<file path="src/rtl/spi_master.sv">
// SPI mode-0 master issuing 16-bit {rw, addr[6:0], data[7:0]} frames, MSB first, via start/done.
// Optional macro SPI_MASTER_BUSY_ERR_EN: pulse err when start arrives while busy.
module spi_master #(
   parameter int CLK_DIV = 4
) (
   input  logic       clk,
   input  logic       rst,
   input  logic       start,
   input  logic       rw,
   input  logic [6:0] addr,
   input  logic [7:0] wdata,
   output logic       busy,
   output logic       done,
   output logic [7:0] rdata,
   output logic       err,
   output logic       cs_n,
   output logic       sclk,
   output logic       mosi,
   input  logic       miso
);

   typedef enum logic [1:0] {IDLE, SHIFT, HOLD, GAP} state_t;

   localparam logic [7:0] DIV_LAST = 8'(CLK_DIV - 1);

   state_t      state_q, state_d;
   logic [7:0]  div_q, div_d;
   logic [3:0]  bit_q, bit_d;
   logic [15:0] shift_q, shift_d;
   logic [7:0]  rx_q, rx_d;
   logic [7:0]  rdata_q, rdata_d;
   logic        rw_q, rw_d;
   logic        cs_n_q, cs_n_d;
   logic        sclk_q, sclk_d;
   logic        busy_q, busy_d;
   logic        done_q, done_d;
   logic        div_end;

   assign div_end = (div_q == DIV_LAST);

   always_ff @(posedge clk) begin
      if (rst) begin
         state_q <= IDLE;
         div_q   <= '0;
         bit_q   <= '0;
         shift_q <= '0;
         rx_q    <= '0;
         rdata_q <= '0;
         rw_q    <= 1'b0;
         cs_n_q  <= 1'b1;
         sclk_q  <= 1'b0;
         busy_q  <= 1'b0;
         done_q  <= 1'b0;
      end else begin
         state_q <= state_d;
         div_q   <= div_d;
         bit_q   <= bit_d;
         shift_q <= shift_d;
         rx_q    <= rx_d;
         rdata_q <= rdata_d;
         rw_q    <= rw_d;
         cs_n_q  <= cs_n_d;
         sclk_q  <= sclk_d;
         busy_q  <= busy_d;
         done_q  <= done_d;
      end
   end

   always_comb begin
      state_d = state_q;
      div_d   = div_q;
      bit_d   = bit_q;
      shift_d = shift_q;
      rx_d    = rx_q;
      rdata_d = rdata_q;
      rw_d    = rw_q;
      cs_n_d  = cs_n_q;
      sclk_d  = sclk_q;
      busy_d  = busy_q;
      done_d  = 1'b0;
      case (state_q)
         IDLE: begin
            if (start) begin
               shift_d = {rw, addr, rw ? 8'h00 : wdata};
               rw_d    = rw;
               cs_n_d  = 1'b0;
               sclk_d  = 1'b0;
               busy_d  = 1'b1;
               div_d   = '0;
               bit_d   = 4'd15;
               rx_d    = '0;
               state_d = SHIFT;
            end
         end
         SHIFT: begin
            if (div_end) begin
               div_d  = '0;
               sclk_d = ~sclk_q;
               // Falling edge: sample miso from the ending high phase and present the next bit.
               // Shifting in zeros leaves mosi low once the last bit has gone out.
               if (sclk_q) begin
                  shift_d = {shift_q[14:0], 1'b0};
                  if (rw_q && !bit_q[3]) begin
                     rx_d = {rx_q[6:0], miso};
                  end
                  if (bit_q == 4'd0) begin
                     state_d = HOLD;
                  end else begin
                     bit_d = bit_q - 4'd1;
                  end
               end
            end else begin
               div_d = div_q + 8'd1;
            end
         end
         HOLD: begin
            if (div_end) begin
               div_d   = '0;
               cs_n_d  = 1'b1;
               done_d  = 1'b1;
               if (rw_q) begin
                  rdata_d = rx_q;
               end
               state_d = GAP;
            end else begin
               div_d = div_q + 8'd1;
            end
         end
         GAP: begin
            if (div_end) begin
               div_d   = '0;
               busy_d  = 1'b0;
               state_d = IDLE;
            end else begin
               div_d = div_q + 8'd1;
            end
         end
         default: state_d = IDLE;
      endcase
   end

   assign busy  = busy_q;
   assign done  = done_q;
   assign rdata = rdata_q;
   assign cs_n  = cs_n_q;
   assign sclk  = sclk_q;
   assign mosi  = shift_q[15];

`ifdef SPI_MASTER_BUSY_ERR_EN
   logic err_q;

   always_ff @(posedge clk) begin
      if (rst) begin
         err_q <= 1'b0;
      end else begin
         err_q <= start && busy_q;
      end
   end

   assign err = err_q;
`else
   assign err = 1'b0;
`endif

endmodule

</file>
<file path="config.mk">
export PLATFORM = sky130hd
export DESIGN_NAME = spi_master
export DESIGN_NICKNAME = d
export VERILOG_FILES = /design/src/rtl/spi_master.sv
export SDC_FILE = /design/constraint.sdc
export NUM_CORES = 1
export LEC_CHECK = 0
export CAP_MARGIN = 20
export CORE_MARGIN = 5
export CORE_UTILIZATION = 44
export DETAILED_ROUTE_END_ITERATION = 16
export PLACE_DENSITY = 0.67
export SYNTH_ARGS = -nofsm -noshare
export SYNTH_HDL_FRONTEND = slang
export SYNTH_SLANG_ARGS = --single-unit
</file>
<file path="constraint.sdc">
create_clock -name clk -period 3.3 [get_ports clk]
set_input_delay 0.66 -clock clk [delete_from_list [all_inputs] [get_ports clk]]
set_output_delay 0.66 -clock clk [all_outputs]
set_load 0.02 [all_outputs]
</file>
# ---- Yosys cells after proc, flatten, opt, wreduce, memory -nomap -nowiden
# Cells that the tools add are included.
dict set report totals {
  register_bits 51
  latch_bits 0
  ram_bits 0
  romBits 0
  elab_cells 78
  memories 0
}
dict set report op_classes {
  n_addsub 2
  multipliers 0
  div 0
  magnitude_cmp 0
  eq_ne 12
  n_shift 0
  muxes 33
  bitwise 2
  n_reduce_logical 18
}
# operator n
set ops {}
lappend ops {{two-way mux 16 bit} 3}
lappend ops {{two-way mux 8 bit} 6}
lappend ops {{case mux 16 bit (2 select lines)} 1}
lappend ops {{case mux 8 bit (2 select lines)} 2}
lappend ops {{two-way mux 4 bit} 4}
lappend ops {{!= test 2 bit (second input constant)} 8}
lappend ops {{two-way mux 2 bit} 6}
lappend ops {{AND reduction 3 bit} 4}
lappend ops {{AND reduction 5 bit} 2}
lappend ops {{adder 8 x 1 -> 8 bit (second input constant)} 1}
lappend ops {{equality test 8 x 2 -> 1 bit (second input constant)} 1}
lappend ops {{case mux 2 bit (4 select lines)} 1}
lappend ops {{case mux 4 bit (2 select lines)} 1}
lappend ops {{two-way mux 1 bit} 6}
lappend ops {{case mux 1 bit (2 select lines)} 3}
lappend ops {{AND reduction 6 bit} 1}
lappend ops {{nonzero test 2 bit} 3}
lappend ops {{equality test 2 bit (second input constant)} 2}
lappend ops {{zero test 4 bit} 1}
lappend ops {{AND reduction 4 bit} 1}
lappend ops {{subtractor 4 x 1 -> 4 bit (second input constant)} 1}
lappend ops {{OR reduction 3 bit} 1}
lappend ops {{equality test 2 x 1 -> 1 bit (second input constant)} 1}
lappend ops {{zero test 2 bit} 1}
lappend ops {{5 further kinds} 6}

# ---- Longest topological paths before layout
# Gate-level depths: netlist (run 1).
dict set report depth {
  ltp_word 6
  depth_mapped 9
}

# ---- Worst setup path before layout (run 1)
# No wires, ideal clock.
dict set report synth_timing {
  path_kind {register to register}
  start {register div_q[0]}
  end {register bit_q[2]}
  setup_time_ps 132
  t_arrival_ps 1887
  t_required_ps 3168
  path_slack_ps 1281
  path_stages_with_launch 9
  n_path_buf 3
  synth_period_minus_slack_ps 2019
  path_cell_list {dfxtp_1 > ha_1 > or4b_1 > buf_6 > nor4b_4 > buf_4 > buf_6 > o2bb2ai_1 > a21oi_1}
}
dict set report synth_via {
  elab_chain_cells 3
}
# item line
set synth_rtl {}
lappend synth_rtl {{from (decl)} 27} ;# logic [7:0] div_q, div_d;
lappend synth_rtl {{from (signal assigned)} 56} ;# div_q <= div_d;
lappend synth_rtl {{equality test 8 x 2 -> 1 bit} 39} ;# assign div_end = (div_q == DIV_LAST);
lappend synth_rtl {{!= test 2 bit (no source line)} n/a}
lappend synth_rtl {{AND reduction 5 bit (no source line)} n/a}
lappend synth_rtl {{to (signal assigned)} 57} ;# bit_q <= bit_d;
lappend synth_rtl {{to (decl)} 28} ;# logic [3:0] bit_q, bit_d;
# No other way between the ends.
# A chain may end at the register's enable or synchronous reset.

# ---- Worst setup path after layout (run 1)
dict set report layout_timing {
  start {register div_q[0]}
  end {register rx_q[4]}
}
dict set report layout_via {
  elab_chain_cells 3
}
# item line
set layout_rtl {}
lappend layout_rtl {{equality test 8 x 2 -> 1 bit} 39}
lappend layout_rtl {{!= test 2 bit (no source line)} n/a}
lappend layout_rtl {{AND reduction 5 bit (no source line)} n/a}
lappend layout_rtl {{to (signal assigned)} 59} ;# rx_q <= rx_d;
lappend layout_rtl {{to (decl)} 30} ;# logic [7:0] rx_q, rx_d;
# No other way between the ends.

==> results of run 1 <==
[path summary, 6_finish.rpt]
check        cells past startpoint        from          to
max                              5    div_q[0]     rx_q[4]
min                              2  shift_q[0]  shift_q[0]
max reg2reg                      5    div_q[0]     rx_q[4]
min reg2reg                      2  shift_q[0]  shift_q[0]
[per-stage QoR]
step	total power, W	instance area [um^2]	hold WS (ps)	setup WS (ps)
floorplan	0.001158	2257	448.8	1281
global placement	0.001311	2631	460.5	807.3
detailed placement	0.001321	2631	467.8	761.5
CTS	0.001674	2720	480.0	897.6
global route	0.001780	2720	495.3	726.2
finish	0.001660	2720	478.1	901.9
[worst max-delay path: cells and delay by family, from the launching register on]
family	cells	cell delay, ps
flops	1	380
simple gates	3	1510
fa+ha+maj	1	250
compound gates	1	200
[cell usage after synthesis, drive strengths merged, types with 2 or more instances]
master,n
o21bai,2
nor2,20
buf,5
inv,7
nand2b,2
a31oi,3
mux2i,9
a21oi,27
clkbuf,10
dfxtp,51
or4b,2
xor2,3
nand4,4
a311oi,2
a22oi,15
xnor2,3
nor3,7
o21ai,18
nor4b,4
a22o,8
nand3,5
nand2,8
o21a,3
ha,7
[area by class of cell]
type                       instances  area [um^2]
sequential                        51         1021
timing repair buffer              38        365.4
multi-input combinational        168         1131
tap                               70        87.58
clock buffer                       5        68.82
clock inverter                     3        20.02
inverter                           7        26.28
fill                             466         2322
[sequential cells by signal (all words and copies together) (netlist names)]
name     cells
bit_q        4
busy         1
cs_n         1
div_q        8
done         1
rdata        8
rw_q         1
rx_q         8
sclk         1
shift_q     16
state_q      2
[power by group through the flow]
stage	Sequential (W)	Clock [W]	Combinational, W
3_5_place_dp	0.000767	0	0.000554
4_1_cts	0.000753	0.000364	0.000558
5_1_grt	0.000766	0.000384	0.000629
6_report	0.000752	0.000351	0.000557
3_3_place_gp	0.000767	0	0.000544
2_1_floorplan	0.000766	0	0.000392
[per-layer routing]
metal  routed length [um]  up-vias
li1                     -      941
met1                 2311      862
met2                 2151       21
met3                  126        6
met4                   82        0
met5                    0        -
[kinds of logic (layout without fill, tap and decap cells)]
group | Yosys count | count (layout) | synth area share (%)
AOI/OAI and AO/OA | 86 | 86 | 24.23
DFF | 51 | 51 | 45.23
adders and majority gates | 7 | 7 | 3.880
muxes | 9 | 9 | 3.991
buffers and inverters | 22 | 53 | 4.656
xor gates and xnor gates | 6 | 6 | 2.329
and+or+nand+nor | 59 | 59 | 15.52
other | 1 | 1 | 0.1661
==> metrics.cfg, run 1 <==
[floorplan]
die_area_um2=6663
die_x_um=81.63
core_um2=5042
rows=26
fp.dieH_um=81.63
design.portCount=34
initial_core_util_pct=44.76

[cells_and_area]
fin_util_pct=53.95
area_growth_pct=20.51
final_cells=342
most-common-layout-cells=dfxtp_1, clkdlybuf4s50_1, a21oi_1
final_nets=298
diodes=0
drive_above_1_share_pct=6.618
final_common_cell=dfxtp_1

[global_route]
antenna_found_initial=0
grt_pass1_wl_um=7969
first_global_vias=1681
use_met3_pct=2.741
gr-usage-met2_pct=23.62
grt_use_met1_pct=20.84
grt_max_degree=21
overflow=0
grt.busiest_layer=met2
grt_usage_pct=15.25

[cts]
htreeDepth=2
clockBufferDepth=2
numCtsBuffers=5
cts_resized=0
clock-root-buffer=clkbuf_8
cts_tree=built
cts_setup_buffers=0
clk_pin_slew_ps=90
clock_latency_ps=300
hold_buffers=0
clkSinkCount=51

[logic_synthesis]
synth_cell_types=44
synth_top_flop_cell=dfxtp_1
yosysWarnings=0
async_flop_share_pct=0
synth_area_um2=2257
yosysTopAreaCellShare_pct=45.23
synth_area_leaders=dfxtp_1, a21oi_1, a22oi_1
synth_nets=268
yosys.area.top_type=dfxtp_1
synth-edff-count=0
syn_area_per_cell_um2=9.366
ys_seq_area_share_pct=45.23
synth_seq_cells=51
syn_inst=241

[setup_path]
cp_common_cell=nor4b_4
worstPathRequired_ps=3550
critical_path.slowest_cell=or4b_1
max_stage_delay_ps=680
criticalPathCategory=register to register
end_kind=register
cp-start-kind=register
path_cells=ha_1, or4b_1, nor4b_4, nor4b_4, a22o_1
cp_max_fo=9
r2r_slack_ps=900
arrival_ps=2650

[timing]
rsz0062_at_grt=no
maxSlewHeadroom_pct=47.56
hold_violations=0
post-route-period-util_pct=72.67
post-route-min-period_ps=2398
finClkSkew_ps=4.582
report.final.slew_viol_count=0
setup_viol_count_final=0
fmax_ghz=0.4170
setup-tns-final_ps=0
worst_pin_slew_ps=784.1

[power]
p_sw_share_pct=36.25
peakVddDrop_mv=0.4101
combPwrFrac_pct=33.5
power_density_nw_per_um2=610.4
p_leak_nw=0.9250
intPower_w=0.001059
p_seq_share_pct=45.3
p_clk_share_pct=21.2
switchingPower_w=0.0006018

[placement]
port-buffer-count=32
dp_hpwl_um=3288
post-place-cells=334
routabilityCongestion=0.7861

[routing]
wl_per_cell_um=13.66
drtIter0Drc=213
via_per_inst=5.351
vias=1830
drt_wl_total_um=4671
route.detailed.drc=0
ant_nets=0
dr.pass1.iters=4

[status]
outcome=finished clean

[min_path]
hold_path.class=register to register

[job]
cap_violations=0

(Power assumes the default switching activity.)
==> run 2, diff against run 1 <==
Settings changed: PLACE_DENSITY 0.67 to 0.7.
Clock period 3.3 ns to 2.2 ns, I/O delays scaled along.
==> run 2 against run 1 <==
- wire length increased by 5.2%
- sequential power increased by 50%
- flip-flop and latch count is the same
- clock skew up 4.1 ps
- final cell count grew 3.5%
- cell area increased by 5.5%
- first-iteration DRC count fell by 47%
- non-clock buffer count up 12
- utilization grew 3.0 points
- sequential share of layout area decreased by 1.9 points
- combinational power increased by 63%
==> metrics.cfg, run 2 (synthesis results as in run 1) <==
[cells_and_area]
multi_input_area_um2=1146
final_common_cell=dfxtp_1
most-common-layout-cells=dfxtp_1, clkdlybuf4s50_1, a21oi_1
top_register=shift_q
seq_area_um2=1021
largest_reg_flops=16
final_nets=310
nFillCells=467
diodes=0
drive_above_1_share_pct=11.97
area_growth_pct=27.11

[global_route]
overflow=0
grt_max_degree=21
first_global_vias=1880
grt_usage_pct=15.92
grt_pass1_wl_um=8487
antenna_found_initial=0

[setup_path]
max_stage_delay_ps=520
worstPathRequired_ps=2410
r2r_slack_ps=130
cp_max_fo=8
end_kind=register
r2r_cells=5
critical_path.slowest_cell=or4b_4
arrival_ps=2290
cp-start-kind=register
criticalPathCategory=register to register
path_cells=ha_2, or4b_4, o41ai_1, a21oi_2, a22o_1

[timing]
hold_violations=0
finClkSkew_ps=8.664
post-route-min-period_ps=2075
rsz0062_at_grt=no
setup_viol_count_final=0
setup-tns-final_ps=0
report.final.slew_viol_count=0
fmax_ghz=0.4820
post-route-period-util_pct=94.31

[cts]
numCtsBuffers=5
clkSinkCount=51
htreeDepth=2
clockBufferDepth=2
clock-root-buffer=clkbuf_8
cts_tree=built
clock_latency_ps=310
clk_pin_slew_ps=100
hold_buffers=0

[power]
p_sw_share_pct=34.64
p_clk_share_pct=24.6
switchingPower_w=0.0009359
combPwrFrac_pct=33.5
p_total_w=0.002702
p_leak_nw=1.008
p_seq_share_pct=41.8
power_density_nw_per_um2=941.7
intPower_w=0.001766
peakVddDrop_mv=0.4174

[status]
outcome=finished clean

[routing]
drtIter0Drc=112
vias=1917
via_per_inst=5.415
ant_nets=0
drt_wl_total_um=4913
wl_per_cell_um=13.88
dr.pass1.iters=5
route.detailed.drc=0

[floorplan]
core_um2=5042
die_area_um2=6663
fp.dieH_um=81.63
initial_core_util_pct=44.76
rows=26
die_x_um=81.63
design.portCount=34

[placement]
port-buffer-count=32
routabilityCongestion=0.7721
dp_hpwl_um=3355

[min_path]
min_path_cells=2
hold_path.class=register to register

[job]
cap_violations=0

## run 2: per-layer routing
metal,vias up,GRT usage [%],share of wire (%),routed length [um]
met5,-,0,0,0
met4,0,4.485,0.85,42
met3,4,2.961,4.2,205
met2,43,25.65,46,2265
met1,902,21.77,49,2399
li1,968,-,-,-
## run 2: final timing paths
kind / startpoint / end
setup / recovery: div_q[1] / rx_q[1]
hold reg to reg: div_q[1] / div_q[1]
hold / removal: div_q[1] / div_q[1]
setup reg to reg: div_q[1] / rx_q[1]
## run 2: stage by stage
stage | worst slack [ps] | instances | hold slack, ps | area (um^2) | utilization (%)
3_3_place_gp | 109.3 | 345 | 458.0 | 2726 | 54.07
6_report | 125.2 | 354 | 477.6 | 2869 | 56.90
4_1_cts | 79.33 | 353 | 479.9 | 2846 | 56.45
5_1_grt | 17.22 | 354 | 496.7 | 2869 | 56.90
2_1_floorplan | 181.1 | 241 | 448.8 | 2257 | -
3_5_place_dp | 21.10 | 345 | 466.1 | 2726 | 54.07
## run 2: power by group through the flow
stage	combinational (W)	sequential, W	clock (W)
3_3_place_gp	0.000886	0.00114	0
6_report	0.000906	0.00113	0.000666
2_1_floorplan	0.000588	0.00115	0
5_1_grt	0.00103	0.00115	0.000733
3_5_place_dp	0.000889	0.00115	0
4_1_cts	0.000893	0.00113	0.000690
## run 2: area by class of cell
| cell class | instances | share of cell area [%] |
|---|---|---|
| multi-input cells | 168 | 39.95 |
| flip-flops and latches | 51 | 35.59 |
| repair buffers | 50 | 16.44 |
| well taps | 70 | 3.053 |
| clock buffers | 5 | 2.399 |
| clock inverters | 3 | 1.657 |
| inverters | 7 | 0.9158 |
## run 2: what timing repair did
action / CTS / global route
gates cloned: 0 / 0
pin swaps: 0 / 0
buffers inserted: 0 / 1
resized for setup: 1 / 4
setup endpoints to repair: 1 / 12
## run 2: critical path, delay by kind of cell (launching register included)
kind                     cells  cell delay (ps)
AO/OA/AOI/OAI                3              880
adder cells (fa/ha/maj)      1              220
flip-flops                   1              360
AND/OR/NAND/NOR              1              520
